--- config.mk ---
export PLATFORM = sky130hd
export DESIGN_NAME = vote_session_ctrl
export DESIGN_NICKNAME = d
export VERILOG_FILES = /design/src/rtl/vote_session_ctrl.sv
export SDC_FILE = /design/constraint.sdc
export NUM_CORES = 1
export LEC_CHECK = 0
export BUFFER_PORTS_ARGS = -buffer_cell sky130_fd_sc_hd__buf_2
export CORE_ASPECT_RATIO = 0.9
export CORE_MARGIN = 10
export CORE_UTILIZATION = 45
export DETAILED_ROUTE_END_ITERATION = 7
export PLACE_DENSITY = 0.69
export REMOVE_ABC_BUFFERS = 1
export SLEW_MARGIN = 20
export SYNTH_ARGS = -nofsm -noshare
export SYNTH_HDL_FRONTEND = slang
export SYNTH_SLANG_ARGS = --single-unit
--- constraint.sdc ---
create_clock -name clk -period 2.3 [get_ports clk]
set_input_delay 0.23 -clock clk [delete_from_list [all_inputs] [get_ports clk]]
set_output_delay 0.23 -clock clk [all_outputs]
set_load 0.1 [all_outputs]
--- src/rtl/vote_session_ctrl.sv ---
// rtl/vote_session_ctrl.sv - 4-voter session sequencer with registered 3-of-4 majority decision
// Optional collect timeout enabled by defining VOTE_SESSION_TIMEOUT_EN.
module vote_session_ctrl #(
  parameter int unsigned TIMEOUT_CYCLES = 16,
  parameter int unsigned THRESHOLD      = 3
) (
  input  logic       clk,
  input  logic       rst,
  input  logic       start,
  input  logic [3:0] vote_valid,
  input  logic [3:0] vote_val,
  output logic       busy,
  output logic [3:0] voted_mask,
  output logic       result_valid,
  output logic       result,
  output logic       timed_out
);

  typedef enum logic [1:0] {
    S_IDLE,
    S_COLLECT,
    S_DECIDE,
    S_DONE
  } state_t;

  localparam logic [2:0] THRESH = 3'(THRESHOLD);

  state_t     state_q, state_d;
  logic [3:0] mask_q, mask_d;
  logic [3:0] votes_q, votes_d;
  logic       result_q, result_d;
  logic       timed_out_q, timed_out_d;
  logic [3:0] accept;
  logic [3:0] counted;
  logic [2:0] popcount;
  logic       timer_expired;

`ifdef VOTE_SESSION_TIMEOUT_EN
  localparam logic [7:0] TIMER_LAST = 8'(TIMEOUT_CYCLES - 1);

  logic [7:0] timer_q, timer_d;

  assign timer_expired = (timer_q == TIMER_LAST);

  always_comb begin
    timer_d = timer_q;
    if (state_q == S_IDLE && start) begin
      timer_d = 8'd0;
    end else if (state_q == S_COLLECT) begin
      timer_d = timer_q + 8'd1;
    end
  end

  always_ff @(posedge clk) begin
    if (rst) begin
      timer_q <= 8'd0;
    end else begin
      timer_q <= timer_d;
    end
  end
`else
  logic unused_timeout_cycles;

  assign timer_expired         = 1'b0;
  assign unused_timeout_cycles = ^32'(TIMEOUT_CYCLES);
`endif

  // Only latched votes contribute; unvoted voters count as 0.
  assign counted  = votes_q & mask_q;
  assign popcount = {2'b00, counted[0]} + {2'b00, counted[1]}
                  + {2'b00, counted[2]} + {2'b00, counted[3]};
  assign accept   = vote_valid & ~mask_q;

  always_comb begin
    state_d     = state_q;
    mask_d      = mask_q;
    votes_d     = votes_q;
    result_d    = result_q;
    timed_out_d = timed_out_q;
    case (state_q)
      S_IDLE: begin
        if (start) begin
          state_d = S_COLLECT;
          mask_d  = 4'b0000;
          votes_d = 4'b0000;
        end
      end
      S_COLLECT: begin
        mask_d  = mask_q | accept;
        votes_d = (votes_q & ~accept) | (vote_val & accept);
        // Full mask is checked first so a coincident expiry is not a timeout.
        if (mask_d == 4'b1111 || timer_expired) begin
          state_d = S_DECIDE;
        end
      end
      S_DECIDE: begin
        result_d    = (popcount >= THRESH);
`ifdef VOTE_SESSION_TIMEOUT_EN
        timed_out_d = (mask_q != 4'b1111);
`else
        timed_out_d = 1'b0;
`endif
        state_d     = S_DONE;
      end
      S_DONE: begin
        state_d = S_IDLE;
      end
      default: begin
        state_d = S_IDLE;
      end
    endcase
  end

  always_ff @(posedge clk) begin
    if (rst) begin
      state_q     <= S_IDLE;
      mask_q      <= 4'b0000;
      votes_q     <= 4'b0000;
      result_q    <= 1'b0;
      timed_out_q <= 1'b0;
    end else begin
      state_q     <= state_d;
      mask_q      <= mask_d;
      votes_q     <= votes_d;
      result_q    <= result_d;
      timed_out_q <= timed_out_d;
    end
  end

  assign busy         = (state_q == S_COLLECT) || (state_q == S_DECIDE);
  assign voted_mask   = mask_q;
  assign result_valid = (state_q == S_DONE);
  assign result       = result_q;
  assign timed_out    = timed_out_q;

endmodule

# Yosys cells after proc, flatten, opt, wreduce, memory -nomap -nowiden
# Cells that the tools add are included.
totals:
  reg_bits: 11
  input_bits: 11
  out_inout_bits: 8
  elab_cells: 33
classes:
  addsub: 3
  order_cmp: 1
  eq_ne: 6
  mux: 6
  bitwise_logic: 8
  reduce_logical: 5
ops:
  columns: ["operator", "n"]
  rows:
  - ["$and 4x4->4", 4]
  - ["$pmux 4 s2", 2]
  - ["$not 4->4", 2]
  - ["$or 4x4->4", 2]
  - ["$pmux 2 s4", 1]
  - ["$eq 2x2->1 const B", 2]
  - ["$eq 4x4->1 const B", 1]
  - ["$mux 2", 2]
  - ["$mux 4", 1]
  - ["$ne 2x2->1 const B", 2]
  - ["$reduce_and 2->1", 2]
  - ["$add 2x1->3", 1]
  - ["$add 3x1->3", 1]
  - ["$ge 3x2->1 const B", 1]
  - ["$add 1x1->2", 1]
  - ["$eq 2x1->1 const B", 1]
  - ["$logic_not 2->1", 1]
  - ["$reduce_bool 2->1", 1]
  - ["$logic_or 1x1->1", 1]

# Longest topological paths before layout
depth:
  depth_word: 6
  mapped_depth: 8
  depth_no_buf: 6

# Worst setup path after synthesis
# OpenSTA, ideal clock, no wires.
synth_path:
  kind: "register to register"
  start: "register mask_q[1] (netlist: voted_mask[1])"
  end: "register result_q (netlist: result)"
  setup_time_ps: 86
  arrival_ps: 2368
  setup_slack_ps: -154
  path_stages_with_launch: 7
  path_buffers: 0
  cell_sequence: "dfxtp_1 > and2_1 > fa_1 > ha_1 > ha_1 > a21oi_1 > a211oi_1"
synth_between:
  elab_chain_cells: 5
synth_lines:
  columns: ["element", "line", "source"]
  rows:
  - ["start, declared", "29", "logic [3:0] mask_q, mask_d;"]
  - ["start signal, assigned", "123", "mask_q <= mask_d;"]
  - ["$and 4x4->4", "69", "assign counted = votes_q & mask_q;"]
  - ["$add 1x1->2", "70", "assign popcount = {2'b00, counted[0]} + {2'b00, counted[1]}"]
  - ["$add 2x1->3", "71", "+ {2'b00, counted[2]} + {2'b00, counted[3]};"]
  - ["$add 3x1->3", "71", null]
  - ["$ge 3x2->1", "97", "result_d = (popcount >= THRESH);"]
  - ["end signal, assigned", "125", "result_q <= result_d;"]
  - ["end, declared", "31", "logic result_q, result_d;"]
# Every way passes these cells.
# A chain may end at the register's enable or synchronous reset.

# Worst setup path after layout
layout_path:
  start: "register mask_q[3] (netlist: voted_mask[3])"
  end: "register result_q (netlist: result)"
layout_between:
  elab_chain_cells: 3
layout_lines:
  columns: ["element", "line"]
  rows:
  - ["$and 4x4->4", "69"]
  - ["$add 3x1->3", "71"]
  - ["$ge 3x2->1", "97"]
# Every way passes these cells.

==> results.md <==
- Largest net degree at the start of global routing: 16
- Initial antenna violation count: 0
- Power density over cell area: 1360 nW/um2
- Final Skew: 0.276 ps
- Hold crit path type: input port to register
- Share of layout cells above drive strength 1: between 20% and 30%
- Netlist cell types: 24
- Synth Cell Area: 714 um2
- Final setup viols: 0
- Main flop type after synthesis: dfxtp_1
- Critical path cell sequence: and2_1 -> fa_1 -> ha_1 -> ha_1 -> a21oi_1 -> a211oi_1
- Cell family with most CP delay: adder cells
- Starting density of the core: 48.3%
- Internal power: 0.474 mW
- Async SR Flop Fraction: 0%
- Clock power share: roughly 13%
- CP Class: register to register
- Final hold vios: 0
- Die Y-Extent: 57.8 um
- Tmin final: between 1500 and 2000 ps
- H-tree Lvls: 1
- CP bufs+invs: 0
- Syn. warnings: 0
- Vias per inst: 5.38
- Setup slack after layout: 443 ps
- Top cells by area, synth: dfxtp_1 31%, a21oi_1 11%, ha_1 11%
- Slowest stage delay, CP: around 420 ps
- Area delta synth->final: 14.7%
- Sequential Power Share: approximately a quarter
- Clk sinks: 11
- Remaining antenna violation count: 0
- GRT Total Usage: 10.4%
- Routed Wire Length: 1.73 mm
- Worst Setup End Kind: register
- Top-level I/O count: 19
- Detailed-route DRC error count: 0
- Peak VDD IR: 0.736 mV
- Drt wl/cell: between 10 and 15 um
- Final nets: approximately 120
- Worst Path Max Fanout: 6
- Vias post-DR: 667
- Gpl congestion: 0.741
- Core box area: 1480 um2
- Post-CTS setup buffers: 0
- Drt first-iter violations: 10
- Most common cell in the netlist: a21oi_1
- Slowest cell on crit path: fa_1
- Leak pwr: 0.369 nW
- Worst Path Arrival: 2050 ps
- Post-synth top cells: 15 x a21oi_1, 11 x dfxtp_1, 6 x ha_1, 6 x or2b_2
- Comb pwr share: between 60% and 70%
- Seq/Total Area, Yosys: between 30% and 40%
- Die area: 3580 um2
- Number of synthesized flops with an enable pin: 0
- Cells after synthesis: 85
- Post-CTS resize count: 0
- Total CTS buffers: 3
- Final Max Tran Viols: 0
- Vias in the first global route: around 670
- Hold_buf cts: 0
- CTS clk-pin slew, worst paths: 70 ps
- Chip width: slightly above 60 um
- F_max: 539 MHz
- DP Worst Slack: between 400 and 500 ps
- Final HPWL DP: 1.30 mm
- Sw frac: 57.4%
- WP data required: between 2000 and 2500 ps
- Post-synth top area share: 30.8%
- Maximum root-to-sink buffer count: 2
- Most common cell type on the critical path: ha_1
- Synth area leader: dfxtp_1
- Hold wc startpoint: vote_valid[3]
- Tcrit/Tclk final: 80.7%
- First-pass GRT wire length: 2.90 mm
- TritonCTS clock tree: built
- Avg Inst Size Synth: 8.41 um2
- Worst Setup SP: voted_mask[3]
- Max-Cap Viols: 0
- P_sw: 0.639 mW
- Antenna Cells: 0
- Worst setup SP type: register
- Status: completed
- Worst-skew pair later-pin latency: 270 ps
- Drt pass-1 iters: 4
- Total power: 1.11 mW
- IO buf count: 17
- CTS Root Cell: clkbuf_4
- GRT overflow: 0
- RSZ-0062 raised after global routing: no
- Seq cells post-synth: 11
- Row cnt: 13
- Worst r2r src: voted_mask[3]
==> power groups by stage <==
| stage | registers [mW] | clock network (mW) | logic, mW |
|---|---|---|---|
| final | 0.273 | 0.139 | 0.701 |
| after global routing | 0.279 | 0.151 | 0.759 |
| after CTS | 0.272 | 0.140 | 0.701 |
| after detailed placement | 0.276 | 0 | 0.692 |
| after floorplan | 0.389 | 0 | 0.463 |
| after global placement | 0.275 | 0 | 0.682 |
==> final cells by class <==
| type | instances | area, um2 |
|---|---|---|
| well taps | 22 | 27.5 |
| fillers | 158 | 661 |
| multi-input cells | 67 | 449 |
| inverters | 3 | 11.3 |
| flip-flops and latches | 11 | 220 |
| repair buffers | 17 | 85.1 |
| clock buffers | 4 | 26.3 |
==> final timing paths <==
path                   end  slack (ps)  depth (start not counted)
max                 result         440                          6
min          voted_mask[3]         260                          3
max reg2reg         result         440                          6
min reg2reg         result         530                          2
==> stage by stage <==
step	setup TNS, ps	instances	cell area [um2]	hold slack [ps]	util (%)
CTS	0	124	820	270	55.4
finish	0	124	820	262	55.4
detailed placement	0	120	793	521	53.6
global route	0	124	820	298	55.4
floorplan	-154	81	681	299	-
global placement	0	120	793	506	53.6
==> cells in the final DEF (no fill, tap or decap), types with 2 or more instances in the layout <==
master     n
dfxtp_1   11
nor3b_1    4
o21ai_1    5
or2b_2     6
a31oi_1    2
ha_1       6
nand2_1    5
clkbuf_4   3
nor3_1     4
or2b_1     2
nor2_1     4
and2_1     4
inv_1      3
o22ai_1    2
a211oi_1   2
a21oi_1   15
buf_2     17
==> kinds of logic after synthesis <==
family | count (synthesis) | share of synthesized area (%)
simple gates | 31 | 26.8
compound gates | 28 | 22.2
flops | 11 | 30.8
buf+inv | 7 | 6.30
fa+ha+maj | 7 | 13.3
other cells | 1 | 0.525
==> sequential cells by signal (all words and copies together) (netlist names) <==
| register | cells |
|---|---|
| state_q | 2 |
| votes_q | 4 |
| result | 1 |
| voted_mask | 4 |
==> metal layers <==
layer / vias up / wire length (um) / GRT usage (%)
li1: 328 / - / -
met1: 300 / 773 / 12.8
met2: 35 / 761 / 14.9
met3: 4 / 166 / 5.23
met4: 0 / 29 / 4.14
met5: - / 0 / 0
==> worst min-delay path: cells and delay by family <==
kind,cells,cell delay [ps]
and+or+nand+nor,1,110
buffers and inverters,1,100
AOI/OAI and AO/OA,1,60
No activity file was read; power rests on OpenSTA's default activity.
